<file path="src/rtl/slope_adc_sequencer_if.sv">
// Handshake/result bundle between the single-slope ADC sequencer and its environment.
// The slave modport is the sequencer side; the master modport drives start/continuous/comp_in.
interface slope_adc_sequencer_if #(
    parameter int CNT_W = 12
);
    logic             start;
    logic             continuous;
    logic             comp_in;
    logic             ramp_discharge;
    logic             ramp_en;
    logic             busy;
    logic [CNT_W-1:0] sample;
    logic             sample_valid;
    logic             overflow;
    logic             comp_stuck;

    modport master (
        output start, continuous, comp_in,
        input  ramp_discharge, ramp_en, busy, sample, sample_valid, overflow, comp_stuck
    );

    modport slave (
        input  start, continuous, comp_in,
        output ramp_discharge, ramp_en, busy, sample, sample_valid, overflow, comp_stuck
    );
endinterface

</file>
<file path="src/rtl/slope_adc_sequencer.sv">
// Single-slope ADC sequencer: discharge ramp, run ramp, time comparator trip, publish count.
// Optional feature macro: SLOPE_ADC_DEGLITCH_EN (trip/stuck require two consecutive comp_s highs).
module slope_adc_sequencer #(
    parameter int CNT_W        = 12,
    parameter int DISCH_CYCLES = 64,
    parameter int SYNC_STAGES  = 2
) (
    input  logic                 clk,
    input  logic                 rst,
    slope_adc_sequencer_if.slave bus
);
    typedef enum logic [1:0] {IDLE, DISCHARGE, RAMP, DONE} state_t;

    localparam int               DW       = $clog2(DISCH_CYCLES);
    localparam logic [DW-1:0]    DLAST    = DW'(DISCH_CYCLES - 1);
    localparam logic [CNT_W-1:0] CNT_MAX  = '1;

    state_t                 state;
    logic [DW-1:0]          dcnt;
    logic [CNT_W-1:0]       cnt;
    logic [SYNC_STAGES-1:0] sync;
    logic                   comp_s;
    logic                   trip;
    logic                   stuck;

    logic                   ramp_discharge;
    logic                   ramp_en;
    logic                   busy;
    logic [CNT_W-1:0]       sample;
    logic                   sample_valid;
    logic                   overflow;
    logic                   comp_stuck;

    // comp_in is asynchronous to clk; nothing downstream may look at it before this chain.
    always_ff @(posedge clk) begin
        if (rst) sync <= '0;
        else     sync <= {sync[SYNC_STAGES-2:0], bus.comp_in};
    end
    assign comp_s = sync[SYNC_STAGES-1];

`ifdef SLOPE_ADC_DEGLITCH_EN
    logic comp_q;

    always_ff @(posedge clk) begin
        if (rst) comp_q <= 1'b0;
        else     comp_q <= comp_s;
    end
    // cnt != 0 keeps the pair inside RAMP: the previous cycle of count 0 is still DISCHARGE.
    assign trip  = comp_s & comp_q & (cnt != '0);
    assign stuck = comp_s & comp_q;
`else
    assign trip  = comp_s;
    assign stuck = comp_s;
`endif

    // NOTE: every state/output update here is non-blocking, so all branches see pre-edge values.
    always_ff @(posedge clk) begin
        if (rst) begin
            state          <= IDLE;
            dcnt           <= '0;
            cnt            <= '0;
            ramp_discharge <= 1'b1;
            ramp_en        <= 1'b0;
            busy           <= 1'b0;
            sample         <= '0;
            sample_valid   <= 1'b0;
            overflow       <= 1'b0;
            comp_stuck     <= 1'b0;
        end else begin
            sample_valid <= 1'b0;
            unique case (state)
                IDLE: begin
                    if (bus.start) begin
                        state <= DISCHARGE;
                        dcnt  <= '0;
                        busy  <= 1'b1;
                    end
                end
                DISCHARGE: begin
                    if (dcnt == DLAST) begin
                        dcnt <= '0;
                        if (stuck) begin
                            state        <= DONE;
                            sample       <= '0;
                            comp_stuck   <= 1'b1;
                            overflow     <= 1'b0;
                            sample_valid <= 1'b1;
                        end else begin
                            state          <= RAMP;
                            cnt            <= '0;
                            ramp_discharge <= 1'b0;
                            ramp_en        <= 1'b1;
                        end
                    end else begin
                        dcnt <= dcnt + 1'b1;
                    end
                end
                RAMP: begin
                    // A trip on the full-scale count still wins over overflow.
                    if (trip || cnt == CNT_MAX) begin
                        state          <= DONE;
                        sample         <= trip ? cnt : CNT_MAX;
                        overflow       <= ~trip;
                        comp_stuck     <= 1'b0;
                        sample_valid   <= 1'b1;
                        ramp_en        <= 1'b0;
                        ramp_discharge <= 1'b1;
                    end else begin
                        cnt <= cnt + 1'b1;
                    end
                end
                DONE: begin
                    if (bus.continuous) begin
                        state <= DISCHARGE;
                        dcnt  <= '0;
                    end else begin
                        state <= IDLE;
                        busy  <= 1'b0;
                    end
                end
                default: state <= IDLE;
            endcase
        end
    end

    assign bus.ramp_discharge = ramp_discharge;
    assign bus.ramp_en        = ramp_en;
    assign bus.busy           = busy;
    assign bus.sample         = sample;
    assign bus.sample_valid   = sample_valid;
    assign bus.overflow       = overflow;
    assign bus.comp_stuck     = comp_stuck;
endmodule

</file>
<file path="src/flat_wrapper.sv">
// flat-port wrapper written by rule: the top's interface ports become plain ports
module slope_adc_sequencer_flat 
#(
    parameter int CNT_W        = 12,
    parameter int DISCH_CYCLES = 64,
    parameter int SYNC_STAGES  = 2
)
  (clk, rst, bus_start, bus_continuous, bus_comp_in, bus_ramp_discharge, bus_ramp_en, bus_busy, bus_sample, bus_sample_valid, bus_overflow, bus_comp_stuck);
  slope_adc_sequencer_if #(.CNT_W(CNT_W)) bus_i ();
  input  logic clk;
  input  logic rst;
  input wire logic [$bits(bus_i.start)-1:0] bus_start;
  input wire logic [$bits(bus_i.continuous)-1:0] bus_continuous;
  input wire logic [$bits(bus_i.comp_in)-1:0] bus_comp_in;
  output wire logic [$bits(bus_i.ramp_discharge)-1:0] bus_ramp_discharge;
  output wire logic [$bits(bus_i.ramp_en)-1:0] bus_ramp_en;
  output wire logic [$bits(bus_i.busy)-1:0] bus_busy;
  output wire logic [$bits(bus_i.sample)-1:0] bus_sample;
  output wire logic [$bits(bus_i.sample_valid)-1:0] bus_sample_valid;
  output wire logic [$bits(bus_i.overflow)-1:0] bus_overflow;
  output wire logic [$bits(bus_i.comp_stuck)-1:0] bus_comp_stuck;
  assign bus_i.start = bus_start;
  assign bus_i.continuous = bus_continuous;
  assign bus_i.comp_in = bus_comp_in;
  assign bus_ramp_discharge = bus_i.ramp_discharge;
  assign bus_ramp_en = bus_i.ramp_en;
  assign bus_busy = bus_i.busy;
  assign bus_sample = bus_i.sample;
  assign bus_sample_valid = bus_i.sample_valid;
  assign bus_overflow = bus_i.overflow;
  assign bus_comp_stuck = bus_i.comp_stuck;
  slope_adc_sequencer #(.CNT_W(CNT_W), .DISCH_CYCLES(DISCH_CYCLES), .SYNC_STAGES(SYNC_STAGES)) u_core (.clk(clk), .rst(rst), .bus(bus_i));
endmodule
</file>
<file path="config.mk">
export PLATFORM = sky130hd
export DESIGN_NAME = slope_adc_sequencer_flat
export DESIGN_NICKNAME = d
export VERILOG_FILES = /design/src/rtl/slope_adc_sequencer_if.sv /design/src/rtl/slope_adc_sequencer.sv /design/src/flat_wrapper.sv
export SDC_FILE = /design/constraint.sdc
export NUM_CORES = 1
export LEC_CHECK = 0
export CAP_MARGIN = 30
export CELL_PAD_IN_SITES_DETAIL_PLACEMENT = 2
export CELL_PAD_IN_SITES_GLOBAL_PLACEMENT = 2
export CORE_ASPECT_RATIO = 1.2
export CORE_MARGIN = 5
export CORE_UTILIZATION = 28
export CTS_CLUSTER_DIAMETER = 30
export CTS_CLUSTER_SIZE = 8
export DETAILED_ROUTE_END_ITERATION = 8
export PLACE_DENSITY_LB_ADDON = 0.1
export SETUP_SLACK_MARGIN = 0.2
export SLEW_MARGIN = 0
export SYNTH_ARGS = -nofsm -noshare
export SYNTH_HDL_FRONTEND = slang
export SYNTH_SLANG_ARGS = --single-unit
</file>
<file path="constraint.sdc">
create_clock -name clk -period 2 [get_ports clk]
set_clock_uncertainty 0.05 [all_clocks]
set_input_delay 0.4 -clock clk [delete_from_list [all_inputs] [get_ports clk]]
set_output_delay 0.4 -clock clk [all_outputs]
set_load 0.02 [all_outputs]
</file>
# Word-level counts from Yosys, hierarchy flattened
# Cells that the tools add are included.
# op_classes
n_mux,41
n_eq_ne,13
order_cmp,0
reduce_logical,11
add_sub_neg,2
bitwise,1
div,0
multipliers,0
shift,0
# op_table
op,count
12-bit two-way mux,7
12-bit case mux with 2 select lines,2
1-bit two-way mux,18
6-bit two-way mux,3
6-bit case mux with 3 select lines,1
"12-bit by 1-bit adder with 12-bit output, second input constant",1
"12-bit equality test, second input constant",1
1-bit case mux with 2 select lines,6
4-bit AND reduction,3
"2-bit inequality test, second input constant",5
3-bit AND reduction,3
2-bit case mux with 4 select lines,1
"6-bit by 1-bit adder with 6-bit output, second input constant",1
"6-bit equality test, second input constant",1
2-bit two-way mux,3
"2-bit by 1-bit inequality test with 1-bit output, second input constant",3
"2-bit equality test, second input constant",2
2-bit nonzero test,2
3-bit nonzero test,1
"2-bit by 1-bit equality test with 1-bit output, second input constant",1
2-bit logical NOT,1
1-bit logical OR,1
1-bit NOT,1
# totals
in_bits,5
romBits,0
latchBits,0
output_inout_bits,18
mem_count,0
regBits,40
ram_bits,0

# Depth between registers and ports, before layout
# Gate-level depths: netlist of the first run.
# logic_depth
ltp_word,4
mapped_depth,8
depth_no_buf,6

# Worst setup path after synthesis of the first run
# OpenSTA, ideal clock, no wires.
# synth_path
path_type,reg2reg
from,register u_core.cnt[0]
to,register u_core.cnt[10]
path_buffers,1
t_arrival_ns,1.724
setup_slack_ns,0.141
path_stages_with_launch,7
setup_ns,0.086
period_less_slack_ns,1.859
cell_sequence,dfxtp_1 > ha_1 > and3_4 > buf_6 > and4_4 > or4_1 > a211oi_1
# synth_via
elab_chain_len,4
elab_cells_between_ends,7
# synth_rtl
item,line,rtl
"start, declared",slope_adc_sequencer.sv:20,logic [CNT_W-1:0] cnt;
"start signal, assigned",slope_adc_sequencer.sv:109,cnt <= cnt + 1'b1;
branches (longest 4 deep; another with 12-bit by 1-bit adder with 12-bit output),-,
# Several ways; the timed one is not identified. The select of a mux whose other input is x is not followed.
# A chain may end at the register's enable or synchronous reset.

# Worst setup path in the final report of the first run
# layout_path
from,register u_core.state[1]
to,register u_core.cnt[7]
# layout_via
elab_chain_len,3
elab_cells_between_ends,8
# layout_rtl
item,line,rtl
"start, declared",slope_adc_sequencer.sv:18,state_t state;
"start signal, assigned",slope_adc_sequencer.sv:59,state <= IDLE;
"start signal, assigned",slope_adc_sequencer.sv:74,state <= DISCHARGE;
"start signal, assigned",slope_adc_sequencer.sv:83,state <= DONE;
2-bit equality test or 2-bit by 1-bit equality test with 1-bit output (tied branches),slope_adc_sequencer.sv:71,unique case (state)
2-bit inequality test (no source line) (tied with other cells),-,
4-bit AND reduction (no source line),-,
# Several ways; a longest one is shown, not always the timed one.

==> results of run 1 <==
logic make-up (layout without fill, tap and decap cells):
kind of cell | count (synthesis) | count (layout) | share of synthesized area (%)
adders and majority gates | 6 | 6 | 3.63
muxes | 2 | 2 | 0.967
and+or+nand+nor | 98 | 98 | 26.4
buffers and inverters | 22 | 105 | 5.68
DFF | 40 | 40 | 38.7
AOI/OAI and AO/OA | 77 | 78 | 24.7
routing by layer:
| metal | up-vias | wire length, um |
|---|---|---|
| li1 | 1092 | - |
| met1 | 1242 | 3870 |
| met2 | 43 | 5430 |
| met3 | 22 | 244 |
| met4 | 0 | 302 |
| met5 | - | 0 |
power breakdown:
group | switching [mW] | leakage (nW) | total [mW] | internal (mW)
Combinational | 0.781 | 0.867 | 1.58 | 0.802
Sequential | 0.0414 | 0.325 | 0.894 | 0.852
Clock | 0.339 | 0.0541 | 0.709 | 0.370
Total | 1.16 | 1.25 | 3.18 | 2.02
path summary, 6_finish.rpt:
path / startpoint / to / slack [ps] / cells after the start
setup / recovery: u_core.state[1] / u_core.cnt[7] / 110 / 9
hold / removal: u_core.sync[0] / u_core.sync[1] / 410 / 1
setup reg to reg: u_core.state[1] / u_core.cnt[7] / 110 / 9
hold reg to reg: u_core.sync[0] / u_core.sync[1] / 410 / 1
cells in the final DEF, fill, tap and decap left out, types with 5 or more instances in the layout:
cell type / count
buf_4: 49
dfxtp_1: 37
clkdlybuf4s50_1: 21
nand2_1: 18
buf_6: 17
o21ai_0: 15
a21oi_1: 15
nor2_1: 15
nand3_1: 10
o2bb2ai_2: 10
nand4_1: 7
nor3_1: 7
a31oi_1: 6
nor2b_1: 5
clkbuf_8: 5
sequential cells by signal, indices dropped and copies added, names as in the netlist:
name and cells:
u_core.bus.sample_valid 1, u_core.cnt 12, u_core.bus.sample 12, u_core.sync 2, u_core.bus.ramp_en 1, u_core.bus.ramp_discharge 1, u_core.bus.busy 1, u_core.bus.overflow 1
u_core.state 2, u_core.bus.comp_stuck 1, u_core.dcnt 6
critical path: stages, from the launching register on:
cell and delay, ps:
dfxtp_2 350, buf_6 110, ha_4 160, buf_6 130
buf_12 100, buf_12 130, nand2b_1 110, or4_1 440
nor3_2 140, a31o_1 120
synthesized netlist by cell type, drive strengths merged, types with 7 or more instances:
cell type / count / area [um^2]
buf: 8 / 65.1
nand3: 13 / 65.1
o21ai: 18 / 90.1
o2bb2ai: 11 / 96.3
a21oi: 20 / 100
dfxtp: 40 / 801
nand4: 7 / 43.8
clkbuf: 9 / 33.8
nor3: 8 / 40.0
nor2: 16 / 60.1
nand2: 19 / 71.3
repair_timing:
action,in CTS,in global routing
hold buffers,0,0
gates resized for setup,33,51
setup buffers,8,15
pin swaps,10,17
hold endpoints to repair,0,0
cloned,0,3
endpoints found under the setup margin,30,31
metrics by stage:
stage               hold slack (ps)  setup TNS, ps  setup slack (ps)
finish                          413              0               110
CTS                             418              0               126
detailed placement              397          -1430              -115
global route                    428          -2.33             -2.33
floorplan                       364              0               213
global placement                389          -14.1             -11.1
layout make-up:
cell class / count / share of cell area [%]
Multi-Input combinational cell: 184 / 42.8
Sequential cell: 40 / 24.0
Clock inverter: 3 / 1.27
Timing Repair Buffer: 92 / 25.9
Inverter: 5 / 0.672
Clock buffer: 5 / 2.05
Tap cell: 90 / 3.36
==> flow_summary_export.csv, run 1 <==
group,metric,value,unit
run_status,run_status,"completed",
floorplan,std_cell_rows,34,
sta,drv_slew,0,
worst_hold_path,hp-class,"flip-flop to flip-flop",
global_route,met1_usage,19.8,%
routing,drt-total-wl,9850,um
sta,rsz0062_at_grt,"yes",
floorplan,fp.dieH,104,um
clock_network,clock-sinks,40,
floorplan,start_util,28.6,%
placed_design,post-dp-hpwl,5730,um
worst_setup_path,arrival,2100,ps
clock_network,clkSlewWorstSetupHoldPaths,90,ps
floorplan,core_region_area,7230,um^2
global_route,antenna_found_initial,0,
clock_network,cts_htree_levels,2,
routing,drt_first_pass_iters,4,
yosys,netlist_instances,245,
floorplan,ios,23,
cells_and_area,n_fill_cell,791,
routing,num_vias,2399,
cells_and_area,antennaDiodeCount,0,
yosys,syn_area_per_cell,8.45,um^2
cells_and_area,drive_gt1_share,39.5,%
global_route,grt_first_pass_wirelength,12800,um
power_and_ir_drop,total_power,3.18,mW
placed_design,place_inst,385,
floorplan,fp.dieW,88.5,um
routing,route.detailed.drc,0,
yosys,ys_async_sr_fraction,0,%
routing,via_per_inst,5.73,
worst_setup_path,required,2210,ps
worst_setup_path,critPathKind,"flip-flop to flip-flop",
sta,finalHoldViolCount,0,
global_route,grt_busiest_layer,"met2",
cells_and_area,nets,339,
yosys,synth_edf_count,0,
yosys,yosys_warnings,0,
global_route,overflow,0,
routing,drt-initial-drc-count,89,
clock_network,cts_root_buffer,"clkbuf_8",
cells_and_area,multi_input_area,1440,um^2
clock_network,insertion_delay,310,ps
placed_design,postPlaceCellArea,2640,um^2
worst_setup_path,cp_max_fo,13,
routing,wl_per_cell,23.5,um
job,maxCapViolCount,0,
global_route,grtUsageMet3,2.38,%
cells_and_area,register_area,805,um^2
sta,fmax,529,MHz
global_route,grt_pass1_vias,2443,
sta,finalCritPeriodShare,94.5,%
yosys,postSynthNetCount,256,
yosys,synthFlopType,"dfxtp_1",
routing,ant_nets,0,
sta,tightest_slew,510,ps
sta,period_minus_slack,1890,ps
cells_and_area,final_cells,419,
global_route,grt.total_usage,17.9,%
power_and_ir_drop,ir_drop,0.000580,V
yosys,synthDistinctLibCells,46,
global_route,use_met2,34.2,%
worst_setup_path,start_kind,"flip-flop",
power_and_ir_drop,power_density,950,nW/um^2
worst_setup_path,setup.worst_path.end_class,"flip-flop",
yosys,synth-seq-cells,40,
clock_network,cts_max_path_buffers,2,
cells_and_area,area_growth,62.0,%
power_and_ir_drop,p_leak,1.25,nW
sta,slew_headroom,65.9,%
yosys,syn-cell-area,2070,um^2
cells_and_area,final_cell_area,3350,um^2
placed_design,routabilityCongestion,0.829,
clock_network,cts_tree,"done",
sta,setup_viol,0,
cells_and_area,finalCoreUtilization,46.4,%
floorplan,die_area,9220,um^2
yosys,seq_area_frac_synth,38.7,%
global_route,grt_max_degree,17,
clock_network,numCtsBuffers,5,
placed_design,io_buffers,22,
Power figures use the tool's default switching activity.
==> inputs of run 2 (changes only) <==
--- a/config.mk
+++ b/config.mk
@@ -10,7 +10,7 @@
 export CELL_PAD_IN_SITES_GLOBAL_PLACEMENT = 2
 export CORE_ASPECT_RATIO = 1.2
 export CORE_MARGIN = 5
-export CORE_UTILIZATION = 28
+export CORE_UTILIZATION = 30
 export CTS_CLUSTER_DIAMETER = 30
 export CTS_CLUSTER_SIZE = 8
 export DETAILED_ROUTE_END_ITERATION = 8
==> flow_summary_export.csv, run 2 (same netlist as run 1, synthesis figures left out) <==
group,metric,value,unit
cells_and_area,antennaDiodeCount,0,
sta,period_minus_slack,1800,ps
global_route,overflow,0,
placed_design,routabilityCongestion,0.819,
worst_hold_path,hp-class,"flip-flop to flip-flop",
worst_setup_path,start_kind,"flip-flop",
power_and_ir_drop,ir_drop,0.000493,V
cells_and_area,reg_top3,"u_core.bus.sample x12, u_core.cnt x12, u_core.dcnt x6",
clock_network,insertion_delay,300,ps
cells_and_area,layout_common_cells,"buf_4 (46), dfxtp_1 (36), clkdlybuf4s50_1 (20)",
routing,num_vias,2214,
power_and_ir_drop,p_leak,1.09,nW
floorplan,std_cell_rows,33,
routing,ant_nets,0,
global_route,grt_first_pass_wirelength,12600,um
clock_network,numCtsBuffers,5,
sta,finalHoldViolCount,0,
floorplan,fp.dieW,85.8,um
routing,drt-total-wl,7610,um
job,maxCapViolCount,0,
placed_design,io_buffers,22,
clock_network,cts_max_path_buffers,2,
sta,fmax,555,MHz
sta,rsz0062_at_grt,"yes",
clock_network,cts_htree_levels,2,
routing,wl_per_cell,19.3,um
floorplan,ios,23,
power_and_ir_drop,power_density,887,nW/um^2
routing,drt_first_pass_iters,4,
sta,finalCritPeriodShare,90.0,%
cells_and_area,layout_commonest_cell,"buf_4",
routing,drt-initial-drc-count,74,
global_route,use_met2,34.6,%
global_route,grt_max_degree,15,
clock_network,clkSlewWorstSetupHoldPaths,80,ps
global_route,antenna_found_initial,0,
sta,setup_viol,0,
cells_and_area,finalCoreUtilization,43.5,%
clock_network,cts_tree,"done",
cells_and_area,area_growth,42.4,%
sta,slew_headroom,67.1,%
sta,drv_slew,0,
routing,via_per_inst,5.61,
cells_and_area,n_fill_cell,775,
worst_setup_path,cp_max_fo,8,
cells_and_area,nets,318,
cells_and_area,drive_gt1_share,29.2,%
clock_network,clock-sinks,40,
worst_setup_path,required,2170,ps
worst_setup_path,critPathKind,"flip-flop to flip-flop",
floorplan,die_area,8670,um^2
worst_setup_path,arrival,1970,ps
global_route,met1_usage,20.9,%
global_route,grt_busiest_layer,"met2",
clock_network,cts_root_buffer,"clkbuf_8",
global_route,grt_pass1_vias,2422,
global_route,grtUsageMet3,2.78,%
placed_design,post-dp-hpwl,5480,um
sta,tightest_slew,492,ps
routing,route.detailed.drc,0,
run_status,run_status,"completed",
placed_design,postPlaceCellArea,2610,um^2
floorplan,fp.dieH,101,um
floorplan,start_util,30.6,%
cells_and_area,final_cell_area,2950,um^2
floorplan,core_region_area,6770,um^2
global_route,grt.total_usage,18.4,%
worst_setup_path,setup.worst_path.end_class,"flip-flop",
run 2: changes by cell type in the layout (fill, tap and decap cells not counted), moves of 3 or more:
cell       previous run  this run
buf_6                17         1
o2bb2ai_1             1        11
o2bb2ai_2            10         0
buf_12                3         0
buf_4                49        46
run 2: layout make-up:
cell class | count | area [um^2] | share of cell area [%]
flip-flops and latches | 40 | 811 | 27.5
multi-input cells | 183 | 1300 | 44.0
clock inverters | 2 | 10.0 | 0.340
clock buffers | 6 | 82.6 | 2.80
inverters | 5 | 21.3 | 0.722
repair buffers | 72 | 617 | 20.9
well taps | 87 | 109 | 3.69
run 2: critical path, cell delays in order, from the launching register on:
cell and delay (ps):
dfxtp_4 380, inv_4 60, ha_4 170, and4b_2 280, a21oi_4 100, or4_4 490
a211oi_2 190
run 2: metrics by stage:
step           total power, mW  hold WS (ps)  setup TNS (ps)  setup slack [ps]  instances
2_1_floorplan             1.38           364               0               213        245
3_3_place_gp              1.78           385           -8.03             -8.03        378
3_5_place_dp              1.81           393           -1430              -165        378
4_1_cts                   2.54           407               0               184        393
5_1_grt                   2.77           416               0               119        395
6_report                  2.62           398               0               200        395
run 2: final timing paths:
check | start | end | cells past startpoint | slack (ps)
setup reg to reg | u_core.state[1] | u_core.cnt[10] | 6 | 200
setup / recovery | u_core.state[1] | u_core.cnt[10] | 6 | 200
hold / removal | u_core.sync[0] | u_core.sync[1] | 1 | 400
hold reg to reg | u_core.sync[0] | u_core.sync[1] | 1 | 400
run 2: routing by layer:
layer / wire, um / part of all wire [%] / vias up
met2: 4020 / 53 / 27
met5: 0 / 0 / -
li1: - / - / 1042
met4: 123 / 1.6 / 0
met1: 3310 / 44 / 1132
met3: 151 / 2.0 / 13
run 2: repair_timing:
action,CTS,global route
pin swaps,3,9
endpoints found under the setup margin,31,29
hold buffers,0,0
setup buffers,7,2
resized for setup,28,21
run 2: power by group:
| group | internal [mW] | switching (mW) |
|---|---|---|
| combinational | 0.541 | 0.578 |
| clock | 0.276 | 0.301 |
| sequential | 0.860 | 0.0602 |
==> inputs of run 3 (changes only) <==
--- a/config.mk
+++ b/config.mk
@@ -16,7 +16,6 @@
 export DETAILED_ROUTE_END_ITERATION = 8
 export PLACE_DENSITY_LB_ADDON = 0.1
 export SETUP_SLACK_MARGIN = 0.2
-export SLEW_MARGIN = 0
 export SYNTH_ARGS = -nofsm -noshare
 export SYNTH_HDL_FRONTEND = slang
 export SYNTH_SLANG_ARGS = --single-unit
==> results of run 3 <==
No change in the layout: final DEF, timing and power equal those of run 2.
